`src/rtl/sp_mem_arbiter.sv`:
```
// sp_mem_arbiter
// Shares one single-ported synchronous RAM (1-cycle read latency) between
// two requesters. Contention is resolved round-robin; a requester can hold
// ownership across a burst with its lock input. Read data from the RAM is
// passed straight through on rdata and tagged to the issuing port by
// rvalid0/rvalid1, which rise exactly one cycle after an accepted read.
//
// Ports:
//   clk, rst_n             clock, asynchronous active-low reset
//   reqN, weN, lockN       request, write(1)/read(0), keep ownership after access
//   addrN, wdataN          word address and write data of port N
//   gntN                   access accepted this cycle (combinational)
//   rvalidN                rdata belongs to port N (registered)
//   rdata                  shared read data (pass-through of mem_do)
//   mem_en/we/addr/di      RAM drive
//   mem_do                 RAM read data, valid the cycle after mem_en
module sp_mem_arbiter #(
    parameter int WIDTH = 8,
    parameter int DEPTH = 64
) (
    input  logic                     clk,
    input  logic                     rst_n,
    input  logic                     req0,
    input  logic                     req1,
    input  logic                     we0,
    input  logic                     we1,
    input  logic                     lock0,
    input  logic                     lock1,
    input  logic [$clog2(DEPTH)-1:0] addr0,
    input  logic [$clog2(DEPTH)-1:0] addr1,
    input  logic [WIDTH-1:0]         wdata0,
    input  logic [WIDTH-1:0]         wdata1,
    output logic                     gnt0,
    output logic                     gnt1,
    output logic                     rvalid0,
    output logic                     rvalid1,
    output logic [WIDTH-1:0]         rdata,
    output logic                     mem_en,
    output logic                     mem_we,
    output logic [$clog2(DEPTH)-1:0] mem_addr,
    output logic [WIDTH-1:0]         mem_di,
    input  logic [WIDTH-1:0]         mem_do
);

    typedef enum logic [1:0] {
        FREE = 2'd0,
        OWN0 = 2'd1,
        OWN1 = 2'd2
    } state_t;

    state_t state_reg;
    logic   lw_reg;        // last winner: contention goes to the other port
    logic   rvalid0_reg;
    logic   rvalid1_reg;

    // Grant decode. Gated by rst_n so nothing reaches the RAM while reset
    // is asserted, even though requesters may still be driving req.
    always_comb begin
        gnt0 = 1'b0;
        gnt1 = 1'b0;
        if (rst_n) begin
            case (state_reg)
                FREE: begin
                    if (req0 && req1) begin
                        gnt0 = lw_reg;
                        gnt1 = ~lw_reg;
                    end else begin
                        gnt0 = req0;
                        gnt1 = req1;
                    end
                end
                // The owner keeps the RAM even while idle; the other port waits.
                OWN0:    gnt0 = req0;
                OWN1:    gnt1 = req1;
                default: ;
            endcase
        end
    end

    // RAM drive follows the winner; port 0 fields are the idle default.
    always_comb begin
        mem_en   = gnt0 | gnt1;
        mem_we   = gnt1 ? we1 : (gnt0 & we0);
        mem_addr = gnt1 ? addr1 : addr0;
        mem_di   = gnt1 ? wdata1 : wdata0;
    end

    always_ff @(posedge clk or negedge rst_n) begin
        if (!rst_n) begin
            state_reg   <= FREE;
            lw_reg      <= 1'b1;
            rvalid0_reg <= 1'b0;
            rvalid1_reg <= 1'b0;
        end else begin
            rvalid0_reg <= gnt0 & ~we0;
            rvalid1_reg <= gnt1 & ~we1;
            if (gnt0) begin
                lw_reg    <= 1'b0;
                state_reg <= lock0 ? OWN0 : FREE;
            end else if (gnt1) begin
                lw_reg    <= 1'b1;
                state_reg <= lock1 ? OWN1 : FREE;
            end else begin
                // Idle owner releases only when it drops its lock.
                case (state_reg)
                    OWN0:    if (!req0 && !lock0) state_reg <= FREE;
                    OWN1:    if (!req1 && !lock1) state_reg <= FREE;
                    default: ;
                endcase
            end
        end
    end

    assign rvalid0 = rvalid0_reg;
    assign rvalid1 = rvalid1_reg;
    assign rdata   = mem_do;

endmodule

```
`config.mk`:
```
export PLATFORM = sky130hd
export DESIGN_NAME = sp_mem_arbiter
export DESIGN_NICKNAME = d
export VERILOG_FILES = /design/src/rtl/sp_mem_arbiter.sv
export SDC_FILE = /design/constraint.sdc
export NUM_CORES = 1
export LEC_CHECK = 0
export CAP_MARGIN = 5
export CELL_PAD_IN_SITES_DETAIL_PLACEMENT = 1
export CELL_PAD_IN_SITES_GLOBAL_PLACEMENT = 2
export CORE_UTILIZATION = 13
export DETAILED_ROUTE_END_ITERATION = 6
export PLACE_DENSITY = 0.83
export SYNTH_ARGS = -nofsm -noshare
export SYNTH_HDL_FRONTEND = slang
export SYNTH_SLANG_ARGS = --single-unit
```
`constraint.sdc`:
```
create_clock -name clk -period 5.78 [get_ports clk]
set_input_delay 1.156 -clock clk [delete_from_list [all_inputs] [get_ports clk]]
set_output_delay 1.156 -clock clk [all_outputs]
set_load 0.005 [all_outputs]
```
* After elaboration in Yosys (flattened, before gate mapping)
Cells that the tools add are included.
** Operators by class
- Equality and inequality tests :: 4
- Muxes and demuxes :: 18
- Bitwise operators :: 7
- Reductions and logical operators :: 11
** Operator list (count)
- $mux W2 :: 5
- $mux W1 :: 8
- $mux W8 :: 1
- $ne A4 B4 Y1 const B :: 2
- $mux W6 :: 1
- $logic_not A1 Y1 :: 4
- $pmux W1 S2 :: 2
- $pmux W2 S2 :: 1
- $reduce_bool A4 Y1 :: 1
- $and A1 B1 Y1 :: 3
- $logic_and A1 B1 Y1 :: 3
- $not A1 Y1 :: 3
- $reduce_and A3 Y1 :: 1
- $eq A2 B1 Y1 const B :: 1
- $eq A2 B2 Y1 const B :: 1
- $logic_not A2 Y1 :: 1
- $reduce_bool A2 Y1 :: 1
- $or A1 B1 Y1 :: 1
** Storage, ports and cells
- Bits in registers :: 5
- Output and inout bits :: 28

* Logic depth before layout (Yosys ltp)
Gate-level depths: netlist of run 1.
- Depth in word-level cells :: 6
- Gate-level depth with buffers :: 7
- Gate-level depth less buffers :: 6

* Least setup slack after synthesis of run 1
OpenSTA, ideal clock, no wires.
- Path type :: input-to-output
- From :: input req0
- To :: output mem_di[1]
- Data arrival time :: 2.057 ns
- Setup slack :: 2.567 ns
- Stages on the path :: 5
- Cells stage by stage :: a21bo_1 a21o_1 buf_6 buf_12 mux2_4
** On the way
- Longest elaborated chain between the ends :: 5
** RTL lines
- start: declaration :: line 23 : input logic req0,
- $logic_and A1 B1 Y1 :: line 64 : if (req0 && req1) begin
- $mux W1 :: line 64
- $pmux W1 S2 :: line 62 : case (state_reg)
- $mux W1 :: line 61 : if (rst_n) begin
- $mux W8 :: line 85 : mem_di = gnt1 ? wdata1 : wdata0;
- end: declaration :: line 41 : output logic [WIDTH-1:0] mem_di,
No other way between the ends.

* Worst setup path after layout of run 1
- From :: input rst_n
- To :: output mem_addr[3]
** On the way
- Longest elaborated chain between the ends :: 2
** RTL lines
- start: declaration :: line 22 : input logic rst_n,
- $mux W1 :: line 61
- $mux W6 :: line 84 : mem_addr = gnt1 ? addr1 : addr0;
- end: declaration :: line 40 : output logic [$clog2(DEPTH)-1:0] mem_addr,
No other way between the ends.

==> results of run 1 <==
## cell usage after synthesis
cell type | number | share of area
a21bo_1 | 1 | 0.017
buf_6 | 1 | 0.019
o211a_1 | 1 | 0.017
mux2_2 | 8 | 0.15
a211oi_1 | 2 | 0.025
mux2_4 | 6 | 0.15
mux2i_1 | 1 | 0.017
dfstp_2 | 1 | 0.043
buf_12 | 1 | 0.033
a21o_1 | 1 | 0.012
nand2_2 | 1 | 0.010
inv_1 | 7 | 0.043
buf_4 | 8 | 0.099
nor3_1 | 1 | 0.0083
dfrtp_1 | 4 | 0.17
or3b_1 | 1 | 0.014
o21a_1 | 3 | 0.037
o41ai_2 | 1 | 0.027
nand2_1 | 2 | 0.012
nor2_1 | 2 | 0.012
nand3_1 | 2 | 0.017
o31ai_1 | 1 | 0.012
ha_1 | 3 | 0.062
## worst max-delay path: cells and delay by family
family	cells	cell delay, ns
buffers and inverters	2	1.03
AOI/OAI and AO/OA	1	0.62
and+or+nand+nor	1	0.16
muxes	1	0.42
## cell families (layout without fill, tap and decap cells)
logic type      count (synthesis)  count (layout)  synth area share
simple gates                    9               9            0.0744
fa+ha+maj                       3               3            0.0620
compound gates                 10              10             0.147
buf+inv                        17              66             0.194
flops                           5               5             0.209
mux                            15              15             0.314
## per-layer routing
| layer | wire [um] | share of wire | track usage |
|---|---|---|---|
| met5 | 0 | 0 | 0 |
| met2 | 1180 | 0.54 | 0.156 |
| met4 | 51 | 0.024 | 0.0556 |
| met3 | 102 | 0.047 | 0.0115 |
| met1 | 833 | 0.39 | 0.102 |
## power groups by stage
stage | Combinational (W) | Sequential (W) | Clock [W]
2_1_floorplan | 0.000117 | 0.0000552 | 0
3_5_place_dp | 0.000195 | 0.0000587 | 0
6_report | 0.000193 | 0.0000589 | 0.0000661
5_1_grt | 0.000211 | 0.0000602 | 0.0000691
3_3_place_gp | 0.000191 | 0.0000576 | 0
4_1_cts | 0.000196 | 0.0000589 | 0.0000682
## stage by stage
stage                     total power (W)  instances  setup WS, ns  utilization
after global routing             0.000340        160          1.04        0.266
after CTS                        0.000323        160          1.19        0.266
after floorplan                  0.000172         59          2.57            -
final                            0.000318        160          1.24        0.266
after global placement           0.000248        156          1.26        0.256
after detailed placement         0.000254        156          1.21        0.256
## how the worst min path moves through the flow
stage | startpoint | end | cells past startpoint
2_1_floorplan | lw_reg | lw_reg | 1
3_3_place_gp | lw_reg | lw_reg | 1
3_5_place_dp | lw_reg | lw_reg | 1
4_1_cts | lw_reg | lw_reg | 1
5_1_grt | lw_reg | lw_reg | 1
6_report | lw_reg | lw_reg | 1
## final cells by class
cell class | count | area, um^2 | area share
Clock buffer | 4 | 45.0 | 0.0383
Inverter | 7 | 26.3 | 0.0224
Multi-Input combinational cell | 37 | 362 | 0.308
Sequential cell | 5 | 126 | 0.108
Tap cell | 52 | 65.1 | 0.0554
Timing Repair Buffer | 55 | 551 | 0.469
==> results.yml, run 1 <==
power_and_ir_drop:
  p_per_area_nw_per_um2: 270
  pwr-share-comb: 0.606
  total_leakage_power_nw: 0.516
  switchingPower_w: 0.000103
  p_int_w: 0.000215
  irDropWorstVdd_mv: 0.0658
  p_clk_frac: 0.208
  share_seq_of_total_power: 0.186
  swShare: 0.324
timing:
  slew_viol_final: 0
  finalHoldViolCount: 0
  tns_ns: 0
  clock_skew_ns: 0.00256
  slew_headroom: 0.467
  period_share: 0.785
  rsz0062_at_grt: "no"
  hold_ws_ns: 0.552
  worst_pin_slew_ns: 0.799
  fmax_ghz: 0.220
  min_period_ns: 4.54
  setup_viol: 0
clock_network:
  clk_latency_ns: 0.22
  cts_resized: 0
  hold_buffers: 0
  clock_sinks: 5
  cts_buffer_depth: 2
  cts_tree: "built"
  htree_levels: 1
  cts-root-buf: "clkbuf_8"
  clk_pin_slew_ns: 0.04
  cts_made_buffers: 3
  cts_setup_buffers: 0
worst_setup_path:
  crit-reg2reg-launch: "state_reg[0]"
  crit_path_start: "rst_n"
  cp-end-kind: "output port"
  required_ns: 4.62
  crit_top_cell: "clkdlybuf4s50_1"
  path_cells: "clkdlybuf4s50_1 > nand2_1 > a21o_1 > mux2_2 > clkdlybuf4s50_1"
  path_max_fanout: 19
  cp_slowest_cell: "a21o_1"
  endpoint: "mem_addr[3]"
  critPathKind: "in -> out"
  start_kind: "primary input"
  r2r_end: "state_reg[0]"
  arrival_ns: 3.38
  r2r_cells: 6
  slowest_delay_ns: 0.62
  rrSetupSlack_ns: 3.61
routing:
  via_per_inst: 3.95
  drtIter0Drc: 5
  wirelength_um: 2160
  dr.pass1.iters: 3
  wl_per_cell_um: 13.5
  drcViolationCount: 0
  dr_total_vias: 632
  ant_nets: 0
status:
  status: "finished, final reports clean"
synth:
  synthCells: 59
  ys_ff_latch: 5
  synth_warnings: 0
  syn_area_um2: 606
  yosysSeqAreaShare: 0.209
  syn_nets: 106
  ys_types: 23
  syn_avg_cell_area_um2: 10.3
finish:
  layout_commonest_cell: "clkdlybuf4s50_1"
  largest_register_ffs: 2
  layout_common_cells: "clkdlybuf4s50_1 (55), mux2_2 (8), inv_1 (7)"
  area_growth_syn_to_layout_pct: 94.0
  fillers: 510
  fin_area_um2: 1170
  diodes: 0
  drive_gt1_frac: 0.185
  fin_nets: 156
floorplanning:
  die_h_um: 70.3
  initial_core_util: 0.137
  coreArea_um2: 4410
  dieArea_um2: 4940
  ios: 72
  die_w_um: 70.3
  rows: 24
flow_run:
  drv_cap: 0
global_routing:
  grt_max_degree: 20
  grt_use_total: 0.0892
  grt_pass1_vias: 725
  overflow: 0
  antenna_found_initial: 0
  grt_pass1_wl_um: 3380
placement:
  dp_hpwl_um: 1880
  placed_area_um2: 1130
  gp_congestion: 0.751
  io_buffers: 55
min_path:
  min_path_type: "reg -> reg"
Power figures use the tool's default switching activity.
==> inputs of run 2 (changes only) <==
- CORE_UTILIZATION: 13 -> 12
- PLACE_DENSITY: 0.83 -> 0.77
- clock period: 5.78 -> 4.5 ns (I/O delays scaled with it)
==> run 2 against run 1 <==
Effect of this change:
- count of clock-buffer cells in the layout unchanged
- wire length down 4.2%
- worst setup slack got worse by 0.61 ns
- critical path depth up 1
- total power increased by 28%
- sequential cell count unchanged
- highest routed layer unchanged
- critical path type unchanged
- register-to-register slack worse by 1.1 ns
- design area increased by 2.2%
- via count up 0.47%
- largest cell class unchanged
- non-clock buffer count increased by 1
- clock power increased by 24%
- first-iteration DRC count increased to 3.6 times the previous value
==> results.yml, run 2 (synthesis gave the netlist of run 1 again) <==
timing:
  tns_ns: 0
  worst_pin_slew_ns: 0.341
  slew_viol_final: 0
  setup_viol: 0
  clock_skew_ns: 0.00288
  min_period_ns: 3.87
  worst_slack_ns: 0.626
  hold_ws_ns: 0.549
  finalHoldViolCount: 0
  rsz0062_at_grt: "no"
  period_share: 0.861
  fmax_ghz: 0.258
  slew_headroom: 0.772
power_and_ir_drop:
  total_leakage_power_nw: 0.520
  p_per_area_nw_per_um2: 339
  power.total_w: 0.000407
  irDropWorstVdd_mv: 0.104
worst_setup_path:
  path_max_fanout: 11
  start_kind: "primary input"
  critPathKind: "in -> out"
  crit_path_start: "rst_n"
  cp-end-kind: "output port"
  r2r_cells: 7
  required_ns: 3.60
  r2r_end: "state_reg[0]"
  crit-reg2reg-launch: "state_reg[0]"
  arrival_ns: 2.97
  rrSetupSlack_ns: 2.55
finish:
  layout_commonest_cell: "clkdlybuf4s50_1"
  fin_nets: 157
  largest_register_ffs: 2
  area_growth_syn_to_layout_pct: 98.3
  diodes: 0
  drive_gt1_frac: 0.193
  layout_common_cells: "clkdlybuf4s50_1 (55), mux2_2 (8), inv_1 (7)"
  fin_area_um2: 1200
clock_network:
  clock_sinks: 5
  cts_buffer_depth: 2
  cts_made_buffers: 3
  clk_pin_slew_ns: 0.04
  cts_setup_buffers: 0
  cts-root-buf: "clkbuf_8"
  cts_resized: 0
  cts_tree: "built"
  htree_levels: 1
  hold_buffers: 0
  clk_latency_ns: 0.22
placement:
  place_ws_ns: 0.587
  dp_hpwl_um: 1850
  placed_area_um2: 1160
  io_buffers: 55
  gp_congestion: 0.679
global_routing:
  grt_pass1_wl_um: 3080
  grt_max_degree: 12
  grt_use_total: 0.0772
  grt_pass1_vias: 706
  overflow: 0
  antenna_found_initial: 0
routing:
  wl_per_cell_um: 11.8
  wirelength_um: 2070
  ant_nets: 0
  via_per_inst: 3.61
  drcViolationCount: 0
  drtIter0Drc: 18
  dr.pass1.iters: 2
  dr_total_vias: 635
flow_run:
  drv_cap: 0
status:
  status: "finished, final reports clean"
floorplanning:
  initial_core_util: 0.127
  dieArea_um2: 5330
  die_h_um: 73.0
  coreArea_um2: 4790
  ios: 72
  die_w_um: 73.0
  rows: 25
min_path:
  holdCritStartpoint: "lw_reg"
  holdPathStages: 1
  min_path_type: "reg -> reg"
  min_to: "lw_reg"
run 2: cell count changes in the layout (fill, tap and decap cells not counted), sizes merged:
| cell | change |
|---|---|
| buf | +1 |
run 2: power by group:
part / internal [W] / total, W / switching, W
clock: 0.0000608 / 0.0000820 / 0.0000213
combinational: 0.000153 / 0.000251 / 0.0000982
sequential: 0.0000634 / 0.0000738 / 0.0000104
total: 0.000277 / 0.000407 / 0.000130
run 2: cell type report:
class                      instances  area (um^2)
fill                             558         3580
timing repair buffer              56          558
multi-input combinational         37          362
sequential                         5          126
tap                               67         83.8
clock buffer                       4         45.0
inverter                           7         26.3
run 2: worst max path at each step:
stage                end  slack [ns]  cells past startpoint
2_1_floorplan  mem_di[1]        1.80                      5
3_3_place_gp   mem_di[1]        0.65                      6
3_5_place_dp   mem_di[1]        0.59                      6
4_1_cts        mem_di[1]        0.58                      6
5_1_grt        mem_di[5]        0.42                      6
6_report       mem_di[6]        0.63                      6
run 2: per-layer routing:
layer / track usage / share of wire / up-vias
li1: - / - / 296
met1: 0.0721 / 0.34 / 295
met2: 0.150 / 0.56 / 36
met3: 0.0235 / 0.081 / 8
met4: 0.0370 / 0.021 / 0
met5: 0 / 0 / -
run 2: metrics by stage:
| step | cells | util |
|---|---|---|
| floorplan | 59 | - |
| global placement | 172 | 0.242 |
| detailed placement | 172 | 0.242 |
| CTS | 176 | 0.251 |
| global route | 176 | 0.251 |
| finish | 176 | 0.251 |
run 2: critical path, stage by stage:
cell             delay, ns
clkdlybuf4s50_1       0.57
nand2_1               0.15
a21o_1                0.31
buf_4                 0.28
mux2_4                0.32
clkdlybuf4s50_1       0.45
